===== src/rtl/adccfg_slave_if.sv =====
// Serial configuration pins plus the register-file access port of adccfg_slave.
// The slave modport is the block's view; the master modport is the host or
// pad side together with the register file.
interface adccfg_slave_if;
  logic        csb;
  logic        sclk;
  logic        sdi;
  logic        sdo;
  logic        sdo_oe;
  logic [12:0] reg_addr;
  logic [7:0]  reg_wdata;
  logic [7:0]  reg_rdata;
  logic        reg_we;
  logic        reg_re;

  modport slave (
    input  csb, sclk, sdi, reg_rdata,
    output sdo, sdo_oe, reg_addr, reg_wdata, reg_we, reg_re
  );

  modport master (
    output csb, sclk, sdi, reg_rdata,
    input  sdo, sdo_oe, reg_addr, reg_wdata, reg_we, reg_re
  );
endinterface


===== src/rtl/adccfg_slave.sv =====
// adccfg_slave: 3-wire serial configuration slave for the ADC register file.
// Each frame is 24 bits, MSB first: R/W, W1:W0 (must be 00), a 13-bit address,
// then 8 data bits. csb, sclk and sdi are oversampled on clk through
// SYNC_STAGES flip-flops. All serial edges are detected on the synchronized copies.
module adccfg_slave #(
  parameter int SYNC_STAGES = 2  // legal range 2..3
) (
  input  logic          clk,
  input  logic          rst,
  adccfg_slave_if.slave bus,
  output logic          frame_err,
  output logic          busy
);

  typedef enum logic [2:0] {IDLE, INSTR, DATA, DONE, WAITHI} state_t;

  localparam logic [4:0] CNT_HDR  = 5'd15;  // count value when the 16th bit arrives
  localparam logic [4:0] CNT_LAST = 5'd23;  // count value when the 24th bit arrives
  localparam logic [4:0] CNT_SAT  = 5'd25;  // saturation point: more than 24 rises seen

  logic [SYNC_STAGES-1:0] csb_pipe, sclk_pipe, sdi_pipe;
  logic csb_s, sclk_s, sdi_s;
  logic csb_q, sclk_q;
  logic csb_fall, csb_rise, sclk_rise, sclk_fall;

  state_t      state, state_d;
  logic [4:0]  cnt, cnt_d;
  logic [15:0] sr, sr_d;

  logic rw_q, bad_w_q, read_ok, hdr_ok;
  logic frame_start, hdr_ld, data_ld, re_set, we_set, err_set;
  logic re_q;
  logic [7:0] tx;
  logic sdo_q;

  // Synchronize the serial pins and keep a one-cycle history for edge detection.
  always_ff @(posedge clk or posedge rst) begin
    if (rst) begin
      // NOTE: sequential state uses non-blocking assignments only. csb resets
      // low, so WAITHI has to see the pin actually high before it arms.
      csb_pipe  <= '0;
      sclk_pipe <= '0;
      sdi_pipe  <= '0;
      csb_q     <= 1'b0;
      sclk_q    <= 1'b0;
    end else begin
      csb_pipe  <= {csb_pipe[SYNC_STAGES-2:0], bus.csb};
      sclk_pipe <= {sclk_pipe[SYNC_STAGES-2:0], bus.sclk};
      sdi_pipe  <= {sdi_pipe[SYNC_STAGES-2:0], bus.sdi};
      csb_q     <= csb_s;
      sclk_q    <= sclk_s;
    end
  end

  assign csb_s     = csb_pipe[SYNC_STAGES-1];
  assign sclk_s    = sclk_pipe[SYNC_STAGES-1];
  assign sdi_s     = sdi_pipe[SYNC_STAGES-1];
  assign csb_fall  = csb_q & ~csb_s;
  assign csb_rise  = ~csb_q & csb_s;
  assign sclk_rise = ~sclk_q & sclk_s;
  assign sclk_fall = sclk_q & ~sclk_s;

  // FSM state, bit counter and input shift register.
  always_ff @(posedge clk or posedge rst) begin
    if (rst) begin
      state <= WAITHI;
      cnt   <= '0;
      sr    <= '0;
    end else begin
      state <= state_d;
      cnt   <= cnt_d;
      sr    <= sr_d;
    end
  end

  assign hdr_ok = (sr_d[14:13] == 2'b00);

  // Next-state logic and one-cycle action requests for the datapath.
  always_comb begin
    // NOTE: every output of this block gets a default first, so no path infers a latch.
    state_d     = state;
    cnt_d       = cnt;
    sr_d        = sr;
    frame_start = 1'b0;
    hdr_ld      = 1'b0;
    data_ld     = 1'b0;
    re_set      = 1'b0;
    we_set      = 1'b0;
    err_set     = 1'b0;
    unique case (state)
      WAITHI: begin
        if (csb_s) state_d = IDLE;
      end
      IDLE: begin
        if (csb_fall) begin
          state_d     = INSTR;
          cnt_d       = '0;
          sr_d        = '0;
          frame_start = 1'b1;
        end
      end
      INSTR, DATA: begin
        if (csb_rise) begin
          // The frame ended early: abort it and flag it as malformed.
          state_d = IDLE;
          err_set = 1'b1;
        end else if (sclk_rise) begin
          sr_d  = {sr[14:0], sdi_s};
          cnt_d = cnt + 5'd1;
          if (state == INSTR && cnt == CNT_HDR) begin
            state_d = DATA;
            hdr_ld  = 1'b1;
            re_set  = sr_d[15] & hdr_ok;
          end else if (state == DATA && cnt == CNT_LAST) begin
            state_d = DONE;
            data_ld = 1'b1;
            we_set  = ~rw_q & ~bad_w_q;
          end
        end
      end
      DONE: begin
        if (csb_rise) begin
          state_d = IDLE;
          err_set = bad_w_q | (cnt == CNT_SAT);
        end else if (sclk_rise && cnt != CNT_SAT) begin
          cnt_d = cnt + 5'd1;
        end
      end
      default: state_d = WAITHI;
    endcase
  end

  // Header flags, register-port address/data, and the single-cycle strobes.
  always_ff @(posedge clk or posedge rst) begin
    if (rst) begin
      rw_q          <= 1'b0;
      bad_w_q       <= 1'b0;
      bus.reg_addr  <= '0;
      bus.reg_wdata <= '0;
      bus.reg_we    <= 1'b0;
      bus.reg_re    <= 1'b0;
      frame_err     <= 1'b0;
      re_q          <= 1'b0;
    end else begin
      bus.reg_we <= we_set;
      bus.reg_re <= re_set;
      frame_err  <= err_set;
      re_q       <= bus.reg_re;
      if (frame_start) begin
        rw_q    <= 1'b0;
        bad_w_q <= 1'b0;
      end
      if (hdr_ld) begin
        rw_q    <= sr_d[15];
        bad_w_q <= ~hdr_ok;
        // A malformed header leaves the previously latched address in place.
        if (hdr_ok) bus.reg_addr <= sr_d[12:0];
      end
      if (data_ld && we_set) bus.reg_wdata <= sr_d[7:0];
    end
  end

  assign read_ok = rw_q & ~bad_w_q;

  // Read data path: capture rdata one cycle after the read strobe, then shift
  // it out MSB first, moving to the next bit on each sclk fall.
  always_ff @(posedge clk or posedge rst) begin
    if (rst) begin
      tx    <= '0;
      sdo_q <= 1'b0;
    end else begin
      if (frame_start) sdo_q <= 1'b0;
      if (re_q) begin
        tx <= bus.reg_rdata;
      end else if (state == DATA && read_ok && sclk_fall) begin
        sdo_q <= tx[7];
        tx    <= {tx[6:0], 1'b0};
      end
    end
  end

  assign bus.sdo_oe = (state == DATA) & read_ok;
  assign bus.sdo    = bus.sdo_oe & sdo_q;
  assign busy       = (state == INSTR) | (state == DATA) | (state == DONE);

endmodule


===== src/flat_wrapper.sv =====
// flat-port wrapper written by rule: the top's interface ports become plain ports
module adccfg_slave_flat 
#(
  parameter int SYNC_STAGES = 2                     
)
  (clk, rst, frame_err, busy, bus_csb, bus_sclk, bus_sdi, bus_reg_rdata, bus_sdo, bus_sdo_oe, bus_reg_addr, bus_reg_wdata, bus_reg_we, bus_reg_re);
  adccfg_slave_if bus_i ();
  input  logic clk;
  input  logic rst;
  output logic frame_err;
  output logic busy;
  input wire logic [$bits(bus_i.csb)-1:0] bus_csb;
  input wire logic [$bits(bus_i.sclk)-1:0] bus_sclk;
  input wire logic [$bits(bus_i.sdi)-1:0] bus_sdi;
  input wire logic [$bits(bus_i.reg_rdata)-1:0] bus_reg_rdata;
  output wire logic [$bits(bus_i.sdo)-1:0] bus_sdo;
  output wire logic [$bits(bus_i.sdo_oe)-1:0] bus_sdo_oe;
  output wire logic [$bits(bus_i.reg_addr)-1:0] bus_reg_addr;
  output wire logic [$bits(bus_i.reg_wdata)-1:0] bus_reg_wdata;
  output wire logic [$bits(bus_i.reg_we)-1:0] bus_reg_we;
  output wire logic [$bits(bus_i.reg_re)-1:0] bus_reg_re;
  assign bus_i.csb = bus_csb;
  assign bus_i.sclk = bus_sclk;
  assign bus_i.sdi = bus_sdi;
  assign bus_i.reg_rdata = bus_reg_rdata;
  assign bus_sdo = bus_i.sdo;
  assign bus_sdo_oe = bus_i.sdo_oe;
  assign bus_reg_addr = bus_i.reg_addr;
  assign bus_reg_wdata = bus_i.reg_wdata;
  assign bus_reg_we = bus_i.reg_we;
  assign bus_reg_re = bus_i.reg_re;
  adccfg_slave #(.SYNC_STAGES(SYNC_STAGES)) u_core (.clk(clk), .rst(rst), .bus(bus_i), .frame_err(frame_err), .busy(busy));
endmodule

===== config.mk =====
export PLATFORM = sky130hd
export DESIGN_NAME = adccfg_slave_flat
export DESIGN_NICKNAME = d
export VERILOG_FILES = /design/src/rtl/adccfg_slave_if.sv /design/src/rtl/adccfg_slave.sv /design/src/flat_wrapper.sv
export SDC_FILE = /design/constraint.sdc
export NUM_CORES = 1
export LEC_CHECK = 0
export CORE_ASPECT_RATIO = 0.8
export CORE_UTILIZATION = 58
export DETAILED_ROUTE_END_ITERATION = 10
export MAX_ROUTING_LAYER = met4
export PLACE_DENSITY = 0.93
export SYNTH_ARGS = -nofsm -noshare
export SYNTH_HDL_FRONTEND = slang
export SYNTH_SLANG_ARGS = --single-unit

===== constraint.sdc =====
create_clock -name clk -period 5.9 [get_ports clk]
set_input_delay 1.18 -clock clk [delete_from_list [all_inputs] [get_ports clk]]
set_output_delay 1.18 -clock clk [all_outputs]
set_load 0.05 [all_outputs]

# ---- Yosys cells after proc, flatten, opt, wreduce, memory -nomap -nowiden
# Index checks and enable logic that the tools add are counted.
dict set report word_totals {
  regBits 68
  inputBits 13
  elab_cells 119
}
dict set report classes {
  add_sub_neg 1
  n_eq_ne 17
  muxes 49
  n_bitwise 19
  reduce_logical 15
}
# op count
set op_table {}
lappend op_table {{$mux W16} 3}
lappend op_table {{$pmux W16 S2} 1}
lappend op_table {{$mux W1} 28}
lappend op_table {{$mux W5} 5}
lappend op_table {{$mux W3} 7}
lappend op_table {{$mux W8} 2}
lappend op_table {{$pmux W5 S3} 1}
lappend op_table {{$pmux W3 S4} 1}
lappend op_table {{$eq A5 B5 Y1 const B} 2}
lappend op_table {{$ne A2 B1 Y1 const B} 5}
lappend op_table {{$and A1 B1 Y1} 9}
lappend op_table {{$not A1 Y1} 7}
lappend op_table {{$eq A3 B2 Y1 const B} 2}
lappend op_table {{$logic_and A1 B1 Y1} 6}
lappend op_table {{$reduce_and A6 Y1} 1}
lappend op_table {{$add A5 B1 Y5 const B} 1}
lappend op_table {{$eq A5 B4 Y1 const B} 1}
lappend op_table {{$ne A5 B5 Y1 const B} 1}
lappend op_table {{$reduce_and A5 Y1} 1}
lappend op_table {{$ne A2 B2 Y1 const B} 2}
lappend op_table {{$ne A4 B1 Y1 const B} 1}
lappend op_table {{$reduce_bool A2 Y1} 2}
lappend op_table {{$eq A3 B1 Y1 const B} 1}
lappend op_table {{$eq A3 B3 Y1 const B} 1}
lappend op_table {{8 further kinds} 10}

# ---- Logic depth before layout (Yosys ltp)
dict set report logic_depth {
  word_depth 11
  depth_mapped 9
  mapped_depth_nobuf 8
}

# ---- Worst setup path after synthesis
# Ideal clock, no wire load.
dict set report synth_path {
  path_type {reg-to-output}
  startpoint {register u_core.state[2]}
  endpoint {output bus_sdo}
  arrival_time_ns 1.265
  required_ns 4.720
  path_slack_ns 3.455
  path_stages_with_launch 4
  cell_sequence {dfstp_2 buf_6 nor4b_4 and3_1}
}
dict set report synth_between {
  elab_chain_len 3
}
# element line
set synth_rtl {}
lappend synth_rtl {{from (decl)} adccfg_slave.sv:26} ;# state_t state, state_d;
lappend synth_rtl {{from (signal assigned)} adccfg_slave.sv:70} ;# state <= state_d;
lappend synth_rtl {{$eq A3 B2 Y1} adccfg_slave.sv:182} ;# assign bus.sdo_oe = (state == DATA) & read_ok;
lappend synth_rtl {{$and A1 B1 Y1} adccfg_slave.sv:182}
lappend synth_rtl {{$and A1 B1 Y1} adccfg_slave.sv:183} ;# assign bus.sdo = bus.sdo_oe & sdo_q;
lappend synth_rtl {{to (decl)} flat_wrapper.sv:16} ;# output wire logic [$bits(bus_i.sdo)-1:0] bus_sdo;
# Every way passes these cells.

# ---- Worst setup path after layout
dict set report layout_path {
  startpoint {register u_core.state[2]}
  endpoint {output busy}
}
dict set report layout_between {
  elab_chain_len 3
  word_cells_on_any_way 5
  classes_between {eq/ne: 3; bitwise: 2}
}
# element line
set layout_rtl {}
lappend layout_rtl {{$eq A3 B1 Y1 or $eq A3 B2 Y1 (tied branches)} adccfg_slave.sv:184} ;# assign busy = (state == INSTR) | (state == DATA) | (state == DONE);
lappend layout_rtl {{$or A1 B1 Y1} adccfg_slave.sv:184}
lappend layout_rtl {{$or A1 B1 Y1 *} adccfg_slave.sv:184}
lappend layout_rtl {{to (decl)} flat_wrapper.sv:11} ;# output logic busy;
# Every way passes the cells marked *; elsewhere a longest branch is shown, timed or not.

==> impl_metrics.tcl <==
set metrics [dict create \
    crit_path_start_kind "register" \
    clockBufferDepth 2 \
    worstPathMaxFanout 9 \
    synth_top_area_cell "dfrtp_1" \
    synth_top_family_by_area "compound AO/OA/AOI/OAI gates" \
    cp_data_arrival_time_ns 2.27 \
    fmax_mhz 290 \
    synth_seq_cells 67 \
    drv_slew 0 \
    top_level_ports 40 \
    p_leak_nw 1.56 \
    met2_usage_pct 35.8 \
    maxCapViolCount 0 \
    postCtsHoldBufs 0 \
    fin_crit_sh_pct 58.5 \
    place_hpwl_mm 3.65 \
    grt_setup_unrepaired "no" \
    wl_per_cell_um 15.1 \
    fin_ws_ns 2.45 \
    yosysSeqAreaShare_pct 59.6 \
    yosys.cell_count.top_type "dfrtp_1" \
    end_kind "output port" \
    layout-drive-gt1-share_pct 7.67 \
    gp_congestion 0.882 \
    route.vias.total 2070 \
    crit_type "reg -> out" \
    cts_buffers 9 \
    synth_area_leaders "dfrtp_1, nand2_1, o21ai_0, o21ai_1, mux2i_1" \
    crit_chain "inv_1 -> o21ai_1 -> inv_1 -> clkdlybuf4s50_1" \
    r2r_start "u_core.state[0]" \
    hold_start "u_core.sdi_pipe[0]" \
    tns_ns 0 \
    rows 22 \
    ys_types 44 \
    cts_sinks 67 \
    grt.total_usage_pct 24.8 \
    cp.required_ns 4.72 \
    die_w_um 79.9 \
    area_growth_pct 20.2 \
    cp_slowest_cell "clkdlybuf4s50_1" \
    ys_warn_count 0 \
    status "finished clean" \
    grt_max_degree 68 \
    chipHeight_um 64.3 \
    busiest_layer "met2" \
    crit_top_cell "inv_1" \
    grt_overflow 0 \
    drc 0 \
    synth_ff_type "dfrtp_1" \
    skew_ns 0.00713 \
    dp_slack_ns 2.84 \
    critPathBufInv 3 \
    synth_top_area_share_pct 58.7 \
    fp.dieArea_mm2 0.00514 \
    grt_pass1_wl_mm 9.05 \
    initial_core_util_pct 60.9 \
    worstSetupStartpoint "u_core.state[2]" \
    cts_htree_levels 3 \
    synth_area_per_cell_um2 10.8 \
    cts_tree "yes" \
    core_mm2 0.00462 \
    synth.cell_area_mm2 0.00282 \
    setup_viol 0 \
    ys_top_cells_by_count "dfrtp_1, nand2_1, o21ai_0" \
    synth_compound_area_share_pct 15.7 \
    grt_pass1_vias 1892 \
    syn_nets 276 \
    drt_first_pass_iters 5 \
    synthAdderAreaFrac_pct 1.33 \
    drt_iter0_drc 211 \
    hold_viol_final 0 \
    postCtsResizedCells 0 \
    ir_drop_uv 176 \
    synthCells 260 \
    antenna_cells 0 \
    synth_edf_count 0 \
    ant_nets 0 \
    nets 313 \
    met3_usage_pct 7.00 \
    async_flop_share_pct 100 \
    post_cts_buffers 0 \
    max_stage_delay_ns 0.72 \
    synthMuxAreaShare_pct 2.49 \
    wl_mm 5.45 \
    clockRootBuffer "clkbuf_8" \
    fin_crit_ns 3.45 \
    worst_pin_slew_ns 0.846 \
    synth_xor_area_share_pct 0.311 \
    clk_pin_slew_ns 0.07 \
    grt_antenna_before_repair 0 \
    holdCritPathClass "reg -> reg" \
    io_buffers 39 \
    viasPerCell 5.75 \
    relSlewSlack_pct 43.5 \
    worstSkewPairLatency_ns 0.33 \
    synthSimpleGateAreaFrac_pct 15.3 \
    path_delay_family "buffers and inverters" \
    p_per_area_mw_per_mm2 283 \
    grt_use_met1_pct 33.3 \
]
==> placed cells by master, fill, tap and decap left out, types with 2 or more instances in the layout <==
cell type	n
ha_1	3
or3_1	2
a21oi_1	4
a22oi_1	6
nand4b_1	3
a22o_1	7
a211o_1	2
o21ai_1	15
o21ai_0	17
nor3_1	4
nand3_1	8
clkdlybuf4s50_1	39
o31ai_1	3
a22oi_2	2
a31oi_1	2
a21o_1	2
inv_1	15
dfrtp_1	66
nor2b_1	2
nor2_1	10
nand2_1	43
clkbuf_8	10
and3_1	3
mux2i_1	7
clkbuf_1	2
nand2b_1	2
==> area by class of cell <==
cell class | instances | area, um2
inverters | 16 | 60.1
clock inverters | 2 | 37.5
repair buffers | 40 | 398
flip-flops and latches | 67 | 1680
well taps | 60 | 75.1
clock buffers | 12 | 145
multi-input cells | 163 | 991
fillers | 334 | 1240
==> flip-flops by register name, summed over array words and instances, names as in the netlist, 3 cells and up <==
signal	cells
u_core.sr	15
u_core.bus.reg_addr	13
u_core.bus.reg_wdata	8
u_core.tx	8
u_core.cnt	5
u_core.state	3
==> where the power goes <==
group	total, mW	internal, mW	switching, mW
Combinational	0.0970	0.0366	0.0604
Clock	0.356	0.202	0.154
Sequential	0.504	0.480	0.0235
Total	0.957	0.719	0.237
==> path summary, 6_finish.rpt <==
path                                                 to  cells after the start  slack, ns
worst max-delay path                               busy                      4       2.45
worst min-delay path                 u_core.sdi_pipe[1]                      0       0.35
min in group asynchronous       u_core.bus.reg_wdata[4]                      3       1.41
max in group asynchronous               u_core.state[0]                      3       3.98
worst min register to register       u_core.sdi_pipe[1]                      0       0.35
worst max register to register   u_core.bus.reg_addr[4]                      5       3.46
==> logic make-up after synthesis <==
logic type | after synthesis
and+or+nand+nor | 85
xor gates and xnor gates | 1
muxes | 7
buffers and inverters | 30
DFF | 67
AOI/OAI and AO/OA | 67
adders and majority gates | 3
==> through the flow <==
stage | util (%) | hold WS (ns) | power [mW] | std cells | area, um2
finish | 73.2 | 0.351 | 0.957 | 360 | 3380
global placement | 69.2 | 0.334 | 0.599 | 346 | 3200
floorplan | - | 0.331 | 0.578 | 260 | 2820
CTS | 73.2 | 0.350 | 0.964 | 360 | 3380
detailed placement | 69.2 | 0.336 | 0.608 | 346 | 3200
global route | 73.2 | 0.355 | 1.00 | 360 | 3380
==> per-layer routing <==
metal  wire [um]  vias to the layer above
met5           0                        -
met4          88                        0
met3         353                       11
met2        2570                       94
met1        2440                      988
li1            -                      977
==> worst register-to-register path: cells and delay by family (launching register included) <==
kind             cells  cell delay [ns]
AND/OR/NAND/NOR      2             1.03
flip-flops           1             0.61
AO/OA/AOI/OAI        2             0.52
XOR/XNOR             1             0.19
No activity file was read; power rests on OpenSTA's default activity.
==> variant 1 (same settings) <==
The 5 states of `state_t` get a one-hot encoding in 5 bits.
--- a/src/rtl/adccfg_slave.sv
+++ b/src/rtl/adccfg_slave.sv
@@ -14,3 +14,3 @@
 
-  typedef enum logic [2:0] {IDLE, INSTR, DATA, DONE, WAITHI} state_t;
+  typedef enum logic [4:0] {IDLE = 5'b00001, INSTR = 5'b00010, DATA = 5'b00100, DONE = 5'b01000, WAITHI = 5'b10000} state_t;
 
Formal check against the unedited RTL: no difference found for any inputs over 10 cycles, from zero or initial values and one cycle with rst high; not proved beyond that.
==> variant 1 against the unedited design <==
  * Area after synthesis is 15% higher
  * First-iteration DRC count is 44% lower
  * Cell area is 12% higher
  * Via count is 3.9% higher
  * Setup slack worse by 0.33 ns
  * Critical path type unchanged
  * Routed wire length is 9.6% higher
  * Die area is 14% higher
  * Total power is 1.6% higher
  * Highest routed layer unchanged
  * Core utilization is 0.27 points higher
  * Non-clock buffer count is 1 higher
  * Sequential cell count is 3 higher
  * Worst hold slack better by 0.013 ns
==> variant 1: results (changes against the unedited design) <==
post-CTS sizing - 0 (unchanged)
R2R depth - 7 (+2)
vias in the first global route - 2067 (+9.2%)
DP Area - 0.00362 mm2 (+13%)
multiplexer share of the synthesized area - 0.194 (+0.169)
setup ws final - 2.12 ns (-0.329 ns)
M3 GR Usage - 0.0750 (+0.00500)
outcome - finished, final reports clean
Post-Synth XOR/XNOR Area - 0.00542 (+0.00230)
cts bufs inserted - 9 (unchanged)
Synth top cells by count - dfrtp_1 (69), mux2_2 (26), mux2i_1 (18)
Cells after DPL - 348 (+0.58%)
R2R setup slack - 3.39 ns (-0.07 ns)
Initial DRC Count - 118 (-44%)
Hold Path Class - reg2reg
Adder-Cell Fraction of Synth Area - 0.0116 (-0.00173)
port buffer count - 39 (unchanged)
yosys warns - 0 (unchanged)
pin count of the biggest net entering global routing - 71 (+4.4%)
CTS Buffer Depth - 2 (unchanged)
Crit path arrival time - 2.60 ns (+0.33 ns)
Vias/cell - 5.91 (+2.8%)
Worst Min Path Start - u_core.csb_pipe[0]
worst slack at placement - 2.51 ns (-0.331 ns)
initial antenna violation count - 0 (unchanged)
Post-Route Skew - 0.00943 ns (+0.00230 ns)
share of cells above drive strength 1 - 0.209 (+0.132)
crit-path max FO - 8 (-1)
syn_nets - 273 (-1.1%)
register area share after synthesis - 0.542 (-0.0540)
ant diodes - 0 (unchanged)
met1 usage - 0.283 (-0.0501)
synth top area cells - dfrtp_1 (53%), mux2_2 (9.1%), mux2i_1 (5.6%)
fillers - 333 (-0.30%)
post-DP HPWL - 3.96 mm (+8.7%)
slew margin rel. - 0.437 (+0.00165)
routed wire length - 5.97 mm (+9.6%)
Synth Area in Compound Gates - 0.0956 (-0.0618)
routed length per instance - 16.4 um (+8.4%)
routability cong. - 0.954 (+8.2%)
Hold Slack - 0.364 ns (+0.0126 ns)
Hold EP - u_core.csb_pipe[1]
Syn Area/Cell - 12.6 um2 (+16%)
worst r2r src - u_core.cnt[0]
global-route wire length before repair - 9.89 mm (+9.3%)
DR pass1 iterations - 4 (-1)
met2 Usage GRT - 0.369 (+0.0111)
VDD IR max - 0.000165 V (-6.2%)
Worst-Skew Late Latency - 0.35 ns (+0.02 ns)
Hold Path Stages - 0 (unchanged)
Leak Pwr - 1.75 nW (+12%)
GRT Util Overall - 0.234 (-0.0141)
Nets - 313 (unchanged)
Post-synth ARST share - 1.00 (unchanged)
register area - 0.00175 mm2 (+4.5%)
Yosys cell types - 47 (+6.8%)
reg2reg end - u_core.bus.reg_addr[10]
top flop regs - u_core.sr x16, u_core.bus.reg_addr x13
## variant 1: cell types whose count changed after synthesis, moves of 4 or more
cell	unedited run	this run
nand2_1	43	14
mux2_2	0	26
o21ai_1	15	0
mux2i_1	7	18
mux2_4	0	8
o21ai_0	17	9
o2bb2ai_1	0	8
a22o_1	7	0
a22oi_1	6	1
inv_1	16	11
nand3_1	8	4
## variant 1: power by group
group / switching [W] / total (W) / internal [W]
clock network: 0.000202 / 0.000360 / 0.000158
logic: 0.0000606 / 0.0000984 / 0.0000378
registers: 0.0000203 / 0.000514 / 0.000494
total: 0.000283 / 0.000972 / 0.000690
## variant 1: area by class of cell
type / instances / area share
well taps: 62 / 0.0204
repair buffers: 41 / 0.107
clock buffers: 9 / 0.0326
clock inverters: 7 / 0.0155
inverters: 11 / 0.0109
flip-flops and latches: 70 / 0.461
multi-input cells: 164 / 0.354
## variant 1: worst max-delay path by stage
stage,from,endpoint,cells past startpoint
after CTS,u_core.state[2],busy,5
after global routing,u_core.state[1],busy,5
after detailed placement,u_core.state[2],busy,5
final,u_core.state[2],busy,5
after global placement,u_core.state[1],busy,5
after floorplan,rst,u_core.bad_w_q,1
## variant 1: layer usage
| metal | vias to the layer above | part of all wire | routed length, um |
|---|---|---|---|
| met3 | 10 | 0.058 | 348 |
| met1 | 1073 | 0.45 | 2660 |
| met5 | - | 0 | 0 |
| met2 | 64 | 0.48 | 2850 |
| met4 | 0 | 0.018 | 107 |
| li1 | 1004 | - | - |
## variant 1: critical path, stage by stage (launching register included)
cell and delay, ns:
dfrtp_1 0.50, nor3b_1 0.53, and2_1 0.24, nor2_1 0.10, inv_1 0.08, clkdlybuf4s50_1 0.79
==> variant 2 (same flow settings) <==
Without the edit above. Reset style: synchronous (`rst`), changed in 4 clocked blocks.
--- a/src/rtl/adccfg_slave.sv
+++ b/src/rtl/adccfg_slave.sv
@@ -36,3 +36,3 @@
   // Synchronize the serial pins and keep a one-cycle history for edge detection.
-  always_ff @(posedge clk or posedge rst) begin
+  always_ff @(posedge clk) begin
     if (rst) begin
@@ -63,3 +63,3 @@
   // FSM state, bit counter and input shift register.
-  always_ff @(posedge clk or posedge rst) begin
+  always_ff @(posedge clk) begin
     if (rst) begin
@@ -133,3 +133,3 @@
   // Header flags, register-port address/data, and the single-cycle strobes.
-  always_ff @(posedge clk or posedge rst) begin
+  always_ff @(posedge clk) begin
     if (rst) begin
@@ -166,3 +166,3 @@
   // it out MSB first, moving to the next bit on each sclk fall.
-  always_ff @(posedge clk or posedge rst) begin
+  always_ff @(posedge clk) begin
     if (rst) begin
Check against the original RTL: differs if rst is asserted again (counterexample within 10 cycles, from zero or initial values and one cycle with rst high); with rst held inactive, the same outputs for 10 cycles.
==> variant 2 against the unedited design <==
  * Fmax shrank 3.6%
  * Worst hold slack improved by 0.096 ns
  * Cell area is 0.74% lower
  * Setup slack got worse by 0.13 ns
  * Routed wire length down 2.3%
  * Sequential cell count unchanged
  * Count of clock-buffer cells in the layout is the same
  * Area after synthesis decreased by 0.67%
  * Clock skew shrank 0.0020 ns
  * First-iteration DRC count decreased by 39%
Power is not compared: it rests on default switching activity, and its combinational part moved more than twofold at a synthesized area within 25%.
==> variant 2: results (changes against the unedited design) <==
Worst-Margin Slew - 1.07 ns (+0.226 ns)
Initial DRC Count - 129 (-39%)
synth top area cells - dfxtp_1 (48%), mux2i_1 (7.9%), nor2_1 (7.2%)
top flop regs - u_core.sr x15, u_core.bus.reg_addr x13
cts bufs inserted - 9 (unchanged)
DR pass1 iterations - 4 (-1)
R2R setup slack - 3.54 ns (+0.08 ns)
critical path's largest stage delay - 0.79 ns (+0.07 ns)
global-route wire length before repair - 9.05 mm (about the same)
post-DP HPWL - 3.59 mm (-1.5%)
VDD IR max - 0.000190 V
Adder-Cell Fraction of Synth Area - 0.0134 (+0.0000895)
Synth top cells by count - dfxtp_1 (67), nor2_1 (54), a21oi_1 (23)
outcome - finished, final reports clean
Post-synth ARST share - 0 (-1.00)
register area share after synthesis - 0.480 (-0.116)
GRT Util Overall - 0.242 (-0.00624)
routed length per instance - 13.3 um (-12%)
Post-Synth XOR/XNOR Area - 0.00626 (+0.00315)
Yosys cell types - 51 (+16%)
Synth Area in Compound Gates - 0.122 (-0.0352)
share of cells above drive strength 1 - 0.103 (+0.0266)
Nets - 350 (+12%)
R2R depth - 8 (+3)
Post-Route Skew - 0.00509 ns (-0.00204 ns)
Hold Slack - 0.447 ns (+0.0961 ns)
Vias - 2181 (+5.4%)
Worst-Skew Late Latency - 0.35 ns (+0.02 ns)
worst r2r src - u_core.cnt[0]
end of the critical path - bus_sdo
multiplexer share of the synthesized area - 0.0787 (+0.0539)
syn_nets - 316 (+14%)
ant diodes - 0 (unchanged)
pin count of the biggest net entering global routing - 59 (-13%)
main flop type after synthesis - dfxtp_1
vias in the first global route - 2103 (+11%)
Crit path arrival time - 2.40 ns (+0.13 ns)
==> variant 2: cell count changes after synthesis, moves of 5 or more <==
cell,before,now
nor2_1,10,54
and2_1,1,16
o21ai_0,17,5
dfxtp_1,0,67
a22o_1,7,0
inv_1,16,5
a21oi_1,4,23
a22oi_1,6,1
a2111oi_2,0,6
o21ai_1,15,0
nand2_1,43,16
nor2b_1,2,19
dfrtp_1,66,0
mux2i_1,7,22
==> variant 2: cells by family after synthesis <==
group / Yosys count
adders and majority gates: 3
AOI/OAI and AO/OA: 47
buffers and inverters: 22
xor gates and xnor gates: 2
DFF: 67
and+or+nand+nor: 137
muxes: 22
==> variant 2: critical path, delay by kind of cell, from the launching register on <==
family	cells	cell delay, ns
buffers and inverters	1	0.79
DFF	1	0.58
and+or+nand+nor	3	0.69
==> variant 2: metrics by stage <==
step	std cells	instance area (um2)	worst slack [ns]	power (W)
2_1_floorplan	300	2800	3.06	0.000483
3_3_place_gp	383	3180	2.76	0.000493
3_5_place_dp	383	3180	2.72	0.000494
4_1_cts	399	3360	2.33	0.000830
5_1_grt	399	3360	2.22	0.000855
6_report	399	3360	2.32	0.000821
==> variant 2: metal layers <==
layer  GRT usage  up-vias  part of all wire
li1            -     1098                 -
met1       0.281     1016              0.46
met2       0.373       56              0.46
met3      0.0900       11             0.066
met4       0.107        0             0.015
met5           -        -                 0
==> variant 2: how the worst min path moves through the flow <==
stage	startpoint	to	depth (start not counted)
3_3_place_gp	u_core.sclk_pipe[0]	u_core.sclk_pipe[1]	1
6_report	u_core.sclk_pipe[0]	u_core.sclk_pipe[1]	1
2_1_floorplan	u_core.csb_pipe[0]	u_core.csb_pipe[1]	1
4_1_cts	u_core.csb_pipe[0]	u_core.csb_pipe[1]	1
3_5_place_dp	u_core.csb_pipe[0]	u_core.csb_pipe[1]	1
5_1_grt	u_core.sdi_pipe[0]	u_core.sdi_pipe[1]	1
==> variant 2: cell type report <==
class,instances,area (um2)
well taps,60,75.1
flip-flops and latches,67,1340
clock inverters,4,25.0
clock buffers,12,155
repair buffers,40,393
inverters,5,18.8
fillers,339,1240
multi-input cells,211,1350
==> variant 2: power groups by stage <==
stage | Combinational (W) | Clock (W) | Sequential [W]
detailed placement | 0.0000251 | 0 | 0.000469
CTS | 0.0000253 | 0.000347 | 0.000458
global placement | 0.0000245 | 0 | 0.000468
floorplan | 0.0000168 | 0 | 0.000466
finish | 0.0000253 | 0.000337 | 0.000458
global route | 0.0000275 | 0.000369 | 0.000458
